[config.mk]
export PLATFORM = sky130hd
export DESIGN_NAME = sram_arbiter
export DESIGN_NICKNAME = d
export VERILOG_FILES = /design/src/rtl/sram_arb_pkg.sv /design/src/rtl/rr_arbiter.sv /design/src/rtl/sram_arbiter.sv
export SDC_FILE = /design/constraint.sdc
export NUM_CORES = 1
export LEC_CHECK = 0
export CAP_MARGIN = 20
export CORE_ASPECT_RATIO = 1.1
export CORE_MARGIN = 2
export CORE_UTILIZATION = 44
export DETAILED_ROUTE_END_ITERATION = 12
export GPL_TIMING_DRIVEN = 0
export PLACE_DENSITY = 0.93
export SLEW_MARGIN = 40
export SYNTH_ARGS = -nofsm -noshare
export SYNTH_HDL_FRONTEND = slang
export SYNTH_HIERARCHICAL = 1
export SYNTH_SLANG_ARGS = --single-unit
[constraint.sdc]
create_clock -name clk -period 5.9 [get_ports clk]
set_input_delay 1.18 -clock clk [delete_from_list [all_inputs] [get_ports clk]]
set_output_delay 1.18 -clock clk [all_outputs]
set_load 0.02 [all_outputs]
[src/rtl/sram_arb_pkg.sv]
// Shared defaults and helpers for the SRAM arbiter slice.
package sram_arb_pkg;

  localparam int DEF_NUM_REQ   = 3;
  localparam int DEF_ADDR_W    = 10;
  localparam int DEF_DATA_W    = 8;
  localparam int DEF_MEM_DEPTH = 543;

  // Pointer width that still works for a single requester.
  function automatic int ptr_width(input int n);
    return (n > 1) ? $clog2(n) : 1;
  endfunction

  localparam int PTR_W = ptr_width(DEF_NUM_REQ);

endpackage

[src/rtl/rr_arbiter.sv]
// Combinational rotate-priority arbiter: one-hot grant to the first set
// request at or after i_ptr, wrapping around.
module rr_arbiter
  import sram_arb_pkg::*;
#(
  parameter int N  = DEF_NUM_REQ,
  parameter int PW = ptr_width(N)
) (
  input  logic [N-1:0]  i_req,
  input  logic [PW-1:0] i_ptr,
  output logic [N-1:0]  o_gnt
);

  int w_idx;

  // NOTE: every variable written in always_comb gets a default first so no
  // path leaves it unassigned, which would infer a latch.
  always_comb begin
    o_gnt = '0;
    w_idx = 0;
    // Walk from the farthest slot back to ptr so the nearest request wins.
    for (int k = N - 1; k >= 0; k--) begin
      w_idx = (int'(i_ptr) + k) % N;
      if (i_req[w_idx]) begin
        o_gnt        = '0;
        o_gnt[w_idx] = 1'b1;
      end
    end
  end

endmodule

[src/rtl/sram_arbiter.sv]
// Round-robin arbiter with burst lock that owns the single-port SRAM:
// registered command outputs, read data returned two cycles after accept.
module sram_arbiter
  import sram_arb_pkg::*;
#(
  parameter int NUM_REQ   = DEF_NUM_REQ,
  parameter int ADDR_W    = DEF_ADDR_W,
  parameter int DATA_W    = DEF_DATA_W,
  parameter int MEM_DEPTH = DEF_MEM_DEPTH
) (
  input  logic                        clk,
  input  logic                        rst,
  input  logic [NUM_REQ-1:0]          req_valid,
  input  logic [NUM_REQ-1:0]          req_we,
  input  logic [NUM_REQ-1:0]          req_lock,
  input  logic [NUM_REQ*ADDR_W-1:0]   req_addr,
  input  logic [NUM_REQ*DATA_W-1:0]   req_wdata,
  output logic [NUM_REQ-1:0]          req_ready,
  output logic [NUM_REQ-1:0]          rsp_valid,
  output logic [DATA_W-1:0]           rsp_rdata,
  output logic [NUM_REQ-1:0]          oob_err,
  output logic                        sram_we,
  output logic [ADDR_W-1:0]           sram_addr,
  output logic [DATA_W-1:0]           sram_din,
  input  logic [DATA_W-1:0]           sram_dout
);

  localparam int              L_PTR_W = ptr_width(NUM_REQ);
  localparam logic [ADDR_W:0] L_DEPTH = (ADDR_W + 1)'(MEM_DEPTH);

  logic [L_PTR_W-1:0] r_ptr;
  logic               r_lock_v;
  logic [L_PTR_W-1:0] r_lock_id;

  logic               r_sram_we;
  logic [ADDR_W-1:0]  r_sram_addr;
  logic [DATA_W-1:0]  r_sram_din;
  logic [NUM_REQ-1:0] r_oob_err;
  logic [NUM_REQ-1:0] r_rd_v1;
  logic               r_rd_oob1;
  logic [NUM_REQ-1:0] r_rsp_valid;
  logic               r_rsp_oob;
  logic [DATA_W-1:0]  r_rdata_hold;

  logic [NUM_REQ-1:0] w_rr_gnt;
  logic [NUM_REQ-1:0] w_gnt;
  logic [L_PTR_W-1:0] w_gnt_idx;
  logic [L_PTR_W-1:0] w_ptr_nxt;
  logic               w_accept;
  logic               w_we;
  logic               w_lock;
  logic               w_oob;
  logic [ADDR_W-1:0]  w_addr;
  logic [DATA_W-1:0]  w_wdata;
  logic [DATA_W-1:0]  w_rdata;

  rr_arbiter #(.N(NUM_REQ), .PW(L_PTR_W)) u_rr (
    .i_req (req_valid),
    .i_ptr (r_ptr),
    .o_gnt (w_rr_gnt)
  );

  // A live lock owner overrides the round-robin choice.
  always_comb begin
    w_gnt = w_rr_gnt;
    if (r_lock_v && req_valid[r_lock_id]) begin
      w_gnt            = '0;
      w_gnt[r_lock_id] = 1'b1;
    end
  end

  always_comb begin
    w_gnt_idx = '0;
    for (int i = 0; i < NUM_REQ; i++) begin
      if (w_gnt[i]) w_gnt_idx = L_PTR_W'(i);
    end
  end

  assign req_ready = w_gnt;
  assign w_accept  = |w_gnt;
  assign w_we      = req_we[w_gnt_idx];
  assign w_lock    = req_lock[w_gnt_idx];
  assign w_addr    = req_addr[int'(w_gnt_idx)*ADDR_W +: ADDR_W];
  assign w_wdata   = req_wdata[int'(w_gnt_idx)*DATA_W +: DATA_W];
  assign w_oob     = ({1'b0, w_addr} >= L_DEPTH);
  assign w_ptr_nxt = (int'(w_gnt_idx) == NUM_REQ - 1) ? '0 : w_gnt_idx + 1'b1;

  // NOTE: sequential state uses non-blocking assignments so every register
  // samples the pre-edge value of its sources regardless of block order.
  always_ff @(posedge clk or posedge rst) begin
    if (rst) begin
      r_ptr     <= '0;
      r_lock_v  <= 1'b0;
      r_lock_id <= '0;
    end else begin
      // With no acceptance the owner has dropped valid, so the lock lapses.
      r_lock_v <= w_accept && w_lock;
      if (w_accept) begin
        r_ptr     <= w_ptr_nxt;
        r_lock_id <= w_gnt_idx;
      end
    end
  end

  always_ff @(posedge clk or posedge rst) begin
    if (rst) begin
      r_sram_we   <= 1'b0;
      r_sram_addr <= '0;
      r_sram_din  <= '0;
      r_oob_err   <= '0;
      r_rd_v1     <= '0;
      r_rd_oob1   <= 1'b0;
    end else begin
      r_sram_we <= w_accept && w_we && !w_oob;
      r_oob_err <= (w_accept && w_oob) ? w_gnt : '0;
      r_rd_v1   <= (w_accept && !w_we) ? w_gnt : '0;
      r_rd_oob1 <= w_oob;
      if (w_accept) begin
        r_sram_addr <= w_addr;
        r_sram_din  <= w_wdata;
      end
    end
  end

  always_ff @(posedge clk or posedge rst) begin
    if (rst) begin
      r_rsp_valid  <= '0;
      r_rsp_oob    <= 1'b0;
      r_rdata_hold <= '0;
    end else begin
      r_rsp_valid  <= r_rd_v1;
      r_rsp_oob    <= r_rd_oob1;
      r_rdata_hold <= w_rdata;
    end
  end

  // The SRAM output register lines up with the response cycle.
  assign w_rdata = (|r_rsp_valid) ? (r_rsp_oob ? '0 : sram_dout) : r_rdata_hold;

  assign rsp_valid = r_rsp_valid;
  assign rsp_rdata = w_rdata;
  assign oob_err   = r_oob_err;
  assign sram_we   = r_sram_we;
  assign sram_addr = r_sram_addr;
  assign sram_din  = r_sram_din;

endmodule
==> results of run 1 <==
sequential cells by signal, summed over array words and instances (netlist names), 2 cells and up:
register / cells
sram_addr: 10
r_rdata_hold: 8
sram_din: 8
oob_err: 3
r_rd_v1: 3
rsp_valid: 3
r_lock_id: 2
worst min path at each step:
stage	startpoint	end	slack [ns]	cells after the start
2_1_floorplan	r_rd_oob1$_DFF_PP0_	r_rsp_oob$_DFF_PP0_	0.33	0
3_3_place_gp	r_rd_oob1$_DFF_PP0_	r_rsp_oob$_DFF_PP0_	0.33	0
3_5_place_dp	r_rd_v1[2]$_DFF_PP0_	rsp_valid[2]$_DFF_PP0_	0.33	0
4_1_cts	r_rd_v1[2]$_DFF_PP0_	rsp_valid[2]$_DFF_PP0_	0.35	0
5_1_grt	r_rd_v1[2]$_DFF_PP0_	rsp_valid[2]$_DFF_PP0_	0.36	0
6_report	r_rd_v1[2]$_DFF_PP0_	rsp_valid[2]$_DFF_PP0_	0.35	0
metrics by stage:
stage / setup slack, ns / hold WS [ns] / cell area, um2 / utilization [%] / cells
3_5_place_dp: 0.311 / 0.335 / 3470 / 69.0 / 404
6_report: 0.202 / 0.353 / 3560 / 70.8 / 412
4_1_cts: 0.274 / 0.354 / 3560 / 70.8 / 412
2_1_floorplan: 1.85 / 0.331 / 2320 / - / 238
3_3_place_gp: 0.321 / 0.332 / 3470 / 69.0 / 404
5_1_grt: 0.0842 / 0.361 / 3560 / 70.8 / 412
logic make-up (layout without fill, tap and decap cells):
group                    after synthesis  in the layout  synth area share [%]
multiplexers                          18             18                  8.36
flip-flops                            42             42                  45.3
AND/OR/NAND/NOR                       81             81                  17.8
buffers and inverters                 22            138                  4.37
adder cells (fa/ha/maj)                4              4                  2.16
AO/OA/AOI/OAI                         71             71                  22.0
worst register-to-register path, cell delays in order, from the launching register on:
cell and delay, ns:
dfrtp_1 0.44, inv_1 0.09, ha_1 0.26, nand2b_1 0.20, mux2i_1 0.13, mux2_2 0.28
o21ai_2 0.24, and2b_4 0.24, or2_1 0.22, a22o_1 0.22, buf_6 0.15, a222oi_1 0.50
a221oi_2 0.19, o211a_1 0.24
final cells by class:
class	count	area [um2]	area share, %
Buffer	12	63.8	1.79
Clock buffer	5	68.8	1.93
Clock inverter	3	21.3	0.597
Inverter	10	40.0	1.12
Multi-Input combinational cell	174	1170	32.7
Sequential cell	42	1050	29.5
Tap cell	58	72.6	2.04
Timing Repair Buffer	108	1080	30.3
cell usage in the layout (no fill, tap or decap), types with 3 or more instances in the layout:
cell / n
buf_2: 6
inv_1: 9
nand4_1: 3
nand2b_1: 11
a222oi_1: 10
or3_1: 4
nor4_1: 3
mux2i_1: 10
nor2_1: 17
nor3_1: 4
clkbuf_8: 5
clkdlybuf4s50_1: 108
nand2_1: 26
o21ai_0: 20
clkbuf_1: 4
o21a_1: 3
a21oi_1: 15
o221ai_1: 4
nand3b_1: 3
mux2_2: 7
dfrtp_1: 42
ha_1: 4
layer usage:
metal  GRT usage [%]  vias up  part of all wire (%)
met2            39.8      130                    48
li1                -     1105                     -
met1            26.3     1102                    40
met5               0        -                     0
met3            7.28       16                    10
met4            9.81        0                   1.8
power by group:
part	leakage (nW)	total [W]	switching, W	internal (W)
logic	0.929	0.00170	0.000934	0.000764
clock network	0.0441	0.000187	0.000104	0.0000832
registers	0.520	0.000515	0.0000741	0.000441
synth_stat cells (4+ instances only):
library cell   n
ha_1           4
o21ai_0       20
or3_1          4
buf_2          6
a222oi_1      10
mux2_2         7
nand2_1       26
nand2b_1      11
o221ai_1       4
dfrtp_1       42
a21oi_1       15
clkbuf_1       4
inv_1         10
mux2i_1       10
nor3_1         4
nor2_1        17
==> impl_metrics.py, run 1 <==
metrics = {
    "outcome": {
        "outcome": "completed",
    },
    "worst_setup_path": {
        "cp_cell_sequence": "clkdlybuf4s50_1 -> mux2_4 -> nand2_1 -> mux2_2 -> o21ai_2 -> or2_1 -> a21oi_1 -> a211o_1 -> inv_1 -> buf_2 -> buf_2 -> buf_4 -> clkdlybuf4s50_1",
        "worstReg2RegStart": "r_lock_id[0]$_DFFE_PP0N_",
        "crit_type": "in -> out",
        "cp-start-kind": "input pin",
        "endpoint_kind": "primary output",
        "crit_family": "buffers and inverters",
        "endpoint": "req_ready[2]",
        "critPathLaunch": "req_valid[2]",
        "r2r_slack_ns": 2.39,
        "cp.arrival_ns": 4.52,
        "cpPeakStageDelay_ns": 0.65,
        "cp_num_cells": 13,
        "cp_num_buf_inv": 6,
        "r2r-end": "sram_we$_DFF_PP0_",
        "slowest_stage": "clkdlybuf4s50_1",
        "worstRegToRegCells": 13,
        "cp_max_fo": 10,
        "cp_data_required_time_ns": 4.72,
    },
    "timing": {
        "max_slew_margin_pct": 53.9,
        "tightest_slew_ns": 0.691,
        "final.period_utilization_pct": 96.6,
        "tns_ns": 0,
        "maxSlewViolCount": 0,
        "fin_worst_skew_ns": 0.00656,
        "fmax_mhz": 176,
        "rsz0062_at_grt": "false",
        "setup_viol": 0,
        "hold_violations": 0,
        "post-route-min-period_ns": 5.70,
    },
    "placement": {
        "gp_congestion": 0.885,
        "portBuffers": 108,
        "place_hpwl_mm": 5.01,
    },
    "global_route": {
        "antenna_found_initial": 0,
        "grt_pass1_wl_mm": 10.6,
        "grt_pass1_vias": 2397,
        "grt_use_total_pct": 23.2,
        "overflow": 0,
        "grt_max_degree": 43,
    },
    "clocking": {
        "clock_sinks": 42,
        "cts_max_path_buffers": 2,
        "cts_repair_resize_count": 0,
        "cts_made_buffers": 5,
        "insertion_delay_ns": 0.30,
        "hold_buffers": 0,
        "clkTransAtPathRegs_ns": 0.08,
        "cts_tree": "yes",
        "clock-root-buffer": "clkbuf_8",
        "post-cts-setup-buffers": 0,
        "cts.htree.levels": 2,
    },
    "drt": {
        "via_per_inst": 5.71,
        "drc": 0,
        "wl_per_cell_um": 15.9,
        "antenna_left": 0,
        "dr.pass1.iters": 5,
        "routed_wl_mm": 6.56,
        "drt_iter0_markers": 203,
        "vias": 2353,
    },
    "yosys": {
        "netlist_area_um2": 2320,
        "synth-edff-count": 0,
        "synth_ff_type": "dfrtp_1",
        "yosysUniqueCellTypes": 45,
        "yosys_warnings": 6,
        "synth_fp_nets": 315,
        "syn-instance-count": 238,
        "seq_area_frac_synth_pct": 45.3,
        "synth-async-reset-ratio_pct": 100,
        "avgSynthCellArea_um2": 9.74,
        "ys_ff_latch": 42,
        "synth_area_leaders": "dfrtp_1 (45%), a222oi_1 (4.3%), mux2i_1 (4.3%)",
        "yosysTopAreaCell": "dfrtp_1",
        "synth_top_area_share_pct": 45.3,
    },
    "job": {
        "drv_cap": 0,
    },
    "power": {
        "irDropWorstVdd_uv": 389,
        "power.density_nw_per_um2": 673,
        "p_leak_nw": 1.49,
        "power.total_w": 0.00240,
    },
    "die": {
        "die_y_um": 80.1,
        "coreArea_um2": 5030,
        "start_util_pct": 46.1,
        "die_area_um2": 5870,
        "rows": 27,
        "fp.dieW_um": 73.2,
        "ios": 109,
    },
    "finish": {
        "fin_nets": 430,
        "synthToLayoutAreaGrowth_pct": 53.8,
        "n_antenna_cell": 0,
        "drive_gt1_share_pct": 9.60,
        "fill_cells": 376,
    },
    "worst_hold_path": {
        "hp-class": "reg -> reg",
    },
}
No activity file was read; power rests on OpenSTA's default activity.
==> inputs of run 2 (changes only) <==
--- a/config.mk
+++ b/config.mk
@@ -5,10 +5,10 @@
 export SDC_FILE = /design/constraint.sdc
 export NUM_CORES = 1
 export LEC_CHECK = 0
-export CAP_MARGIN = 20
 export CORE_ASPECT_RATIO = 1.1
 export CORE_MARGIN = 2
 export CORE_UTILIZATION = 44
+export CTS_CLUSTER_DIAMETER = 80
 export DETAILED_ROUTE_END_ITERATION = 12
 export GPL_TIMING_DRIVEN = 0
 export PLACE_DENSITY = 0.93
==> results of run 2 <==
Same layout as run 1: the final DEF is identical, and so are final timing and power.
==> inputs of run 3 (changes only) <==
--- a/config.mk
+++ b/config.mk
@@ -12,7 +12,6 @@
 export DETAILED_ROUTE_END_ITERATION = 12
 export GPL_TIMING_DRIVEN = 0
 export PLACE_DENSITY = 0.93
-export SLEW_MARGIN = 40
 export SYNTH_ARGS = -nofsm -noshare
 export SYNTH_HDL_FRONTEND = slang
 export SYNTH_HIERARCHICAL = 1
==> impl_metrics.py, run 3 (synthesized netlist as in run 1, its figures left out) <==
metrics = {
    "outcome": {
        "outcome": "completed",
    },
    "drt": {
        "wl_per_cell_um": 15.9,
        "via_per_inst": 5.67,
        "drt_iter0_markers": 158,
        "antenna_left": 0,
        "dr.pass1.iters": 5,
        "routed_wl_mm": 6.56,
        "vias": 2334,
        "drc": 0,
    },
    "placement": {
        "placed_area_um2": 3470,
        "portBuffers": 108,
        "gp_congestion": 0.885,
        "dp_slack_ns": 0.293,
        "place_hpwl_mm": 5.03,
    },
    "global_route": {
        "grt_pass1_wl_mm": 10.6,
        "overflow": 0,
        "grt_pass1_vias": 2383,
        "grt_max_degree": 43,
        "grt_use_total_pct": 23.5,
        "antenna_found_initial": 0,
    },
    "worst_setup_path": {
        "cp-start-kind": "input pin",
        "endpoint_kind": "primary output",
        "cp_max_fo": 10,
        "cp.arrival_ns": 4.49,
        "r2r_slack_ns": 2.38,
        "worstRegToRegCells": 13,
        "worstReg2RegStart": "r_lock_id[0]$_DFFE_PP0N_",
        "r2r-end": "sram_we$_DFF_PP0_",
        "cp_data_required_time_ns": 4.72,
        "crit_type": "in -> out",
    },
    "power": {
        "combPwrFrac_pct": 69.6,
        "power.density_nw_per_um2": 683,
        "clkPwrFrac_pct": 9.4,
        "internal-power_w": 0.00133,
        "p_leak_nw": 1.51,
        "power_frac_seq_pct": 21.0,
        "p_switching_w": 0.00112,
        "switching_share_pct": 45.6,
        "irDropWorstVdd_uv": 399,
    },
    "die": {
        "ios": 109,
        "start_util_pct": 46.1,
        "fp.dieW_um": 73.2,
        "die_y_um": 80.1,
        "rows": 27,
        "die_area_um2": 5870,
        "coreArea_um2": 5030,
    },
    "finish": {
        "fin_area_um2": 3580,
        "drive_gt1_share_pct": 9.60,
        "synthToLayoutAreaGrowth_pct": 54.6,
        "n_antenna_cell": 0,
        "final_common_cell": "clkdlybuf4s50_1",
        "most-common-layout-cells": "clkdlybuf4s50_1 (108), dfrtp_1 (42), nand2_1 (26)",
        "fin_nets": 430,
        "largest_reg_flops": 10,
    },
    "worst_hold_path": {
        "hp-class": "reg -> reg",
        "hold_end": "rsp_valid[2]$_DFF_PP0_",
        "min_delay_path_depth": 0,
        "worstHoldStart": "r_rd_v1[2]$_DFF_PP0_",
    },
    "timing": {
        "tns_ns": 0,
        "tightest_slew_ns": 0.851,
        "setup_viol": 0,
        "fmax_mhz": 176,
        "rsz0062_at_grt": "false",
        "post-route-min-period_ns": 5.67,
        "setup_slack_ns": 0.227,
        "maxSlewViolCount": 0,
        "fin_worst_skew_ns": 0.00586,
        "max_slew_margin_pct": 43.2,
        "hold_violations": 0,
        "final.period_utilization_pct": 96.2,
    },
    "clocking": {
        "hold_buffers": 0,
        "insertion_delay_ns": 0.29,
        "clkTransAtPathRegs_ns": 0.08,
        "cts_tree": "yes",
        "cts_repair_resize_count": 0,
        "cts.htree.levels": 2,
        "clock_sinks": 42,
        "cts_max_path_buffers": 2,
        "cts_made_buffers": 5,
        "post-cts-setup-buffers": 0,
        "clock-root-buffer": "clkbuf_8",
    },
    "job": {
        "drv_cap": 0,
    },
}
-- run 3: cell count changes in the layout (fill, tap and decap cells not counted), sizes merged --
cell | previous run | this run
bufinv | 0 | 1
clkinv | 2 | 1
clkinvlp | 1 | 0
inv | 10 | 11
-- run 3: final cells by class --
type	instances	area, um2
well taps	58	72.6
multi-input cells	174	1170
inverters	10	37.5
flip-flops and latches	42	1050
repair buffers	108	1080
clock buffers	5	68.8
plain buffers	12	63.8
clock inverters	3	43.8
fillers	378	1450
-- run 3: power groups by stage --
stage	clock [W]	sequential, W	combinational (W)
after global routing	0.000246	0.000530	0.00185
after detailed placement	0	0.000520	0.00169
after global placement	0	0.000514	0.00164
final	0.000229	0.000515	0.00170
after floorplan	0	0.000607	0.00102
after CTS	0.000232	0.000515	0.00170
-- run 3: worst max path at each step --
| stage | slack, ns | depth (start not counted) | to | start |
|---|---|---|---|---|
| 2_1_floorplan | 1.85 | 11 | req_ready[2] | req_valid[1] |
| 3_3_place_gp | 0.32 | 13 | req_ready[2] | req_valid[2] |
| 3_5_place_dp | 0.29 | 13 | req_ready[2] | req_valid[2] |
| 4_1_cts | 0.25 | 13 | req_ready[2] | req_valid[2] |
| 5_1_grt | 0.07 | 13 | req_ready[2] | req_valid[2] |
| 6_report | 0.23 | 13 | req_ready[2] | req_valid[2] |
-- run 3: per-layer routing --
layer	global-route usage [%]	vias to the layer above	wire [um]
li1	-	1104	-
met1	26.8	1091	2580
met2	40.5	125	3180
met3	8.03	14	676
met4	7.78	0	120
met5	0	-	0
-- run 3: per-stage QoR --
| step | instances | hold WS, ns | util [%] | power (W) |
|---|---|---|---|---|
| 2_1_floorplan | 238 | 0.331 | - | 0.00163 |
| 3_3_place_gp | 404 | 0.332 | 69.0 | 0.00215 |
| 3_5_place_dp | 404 | 0.335 | 69.0 | 0.00221 |
| 4_1_cts | 412 | 0.353 | 71.2 | 0.00245 |
| 5_1_grt | 412 | 0.359 | 71.2 | 0.00263 |
| 6_report | 412 | 0.352 | 71.2 | 0.00245 |
-- run 3: worst max-delay path: stages --
cell	delay, ns
clkdlybuf4s50_1	0.65
and2b_1	0.20
mux2i_1	0.07
mux2_2	0.28
o21ai_2	0.23
or2_1	0.14
a21oi_1	0.06
a211o_1	0.31
inv_1	0.16
buf_2	0.22
buf_2	0.25
buf_4	0.14
clkdlybuf4s50_1	0.60
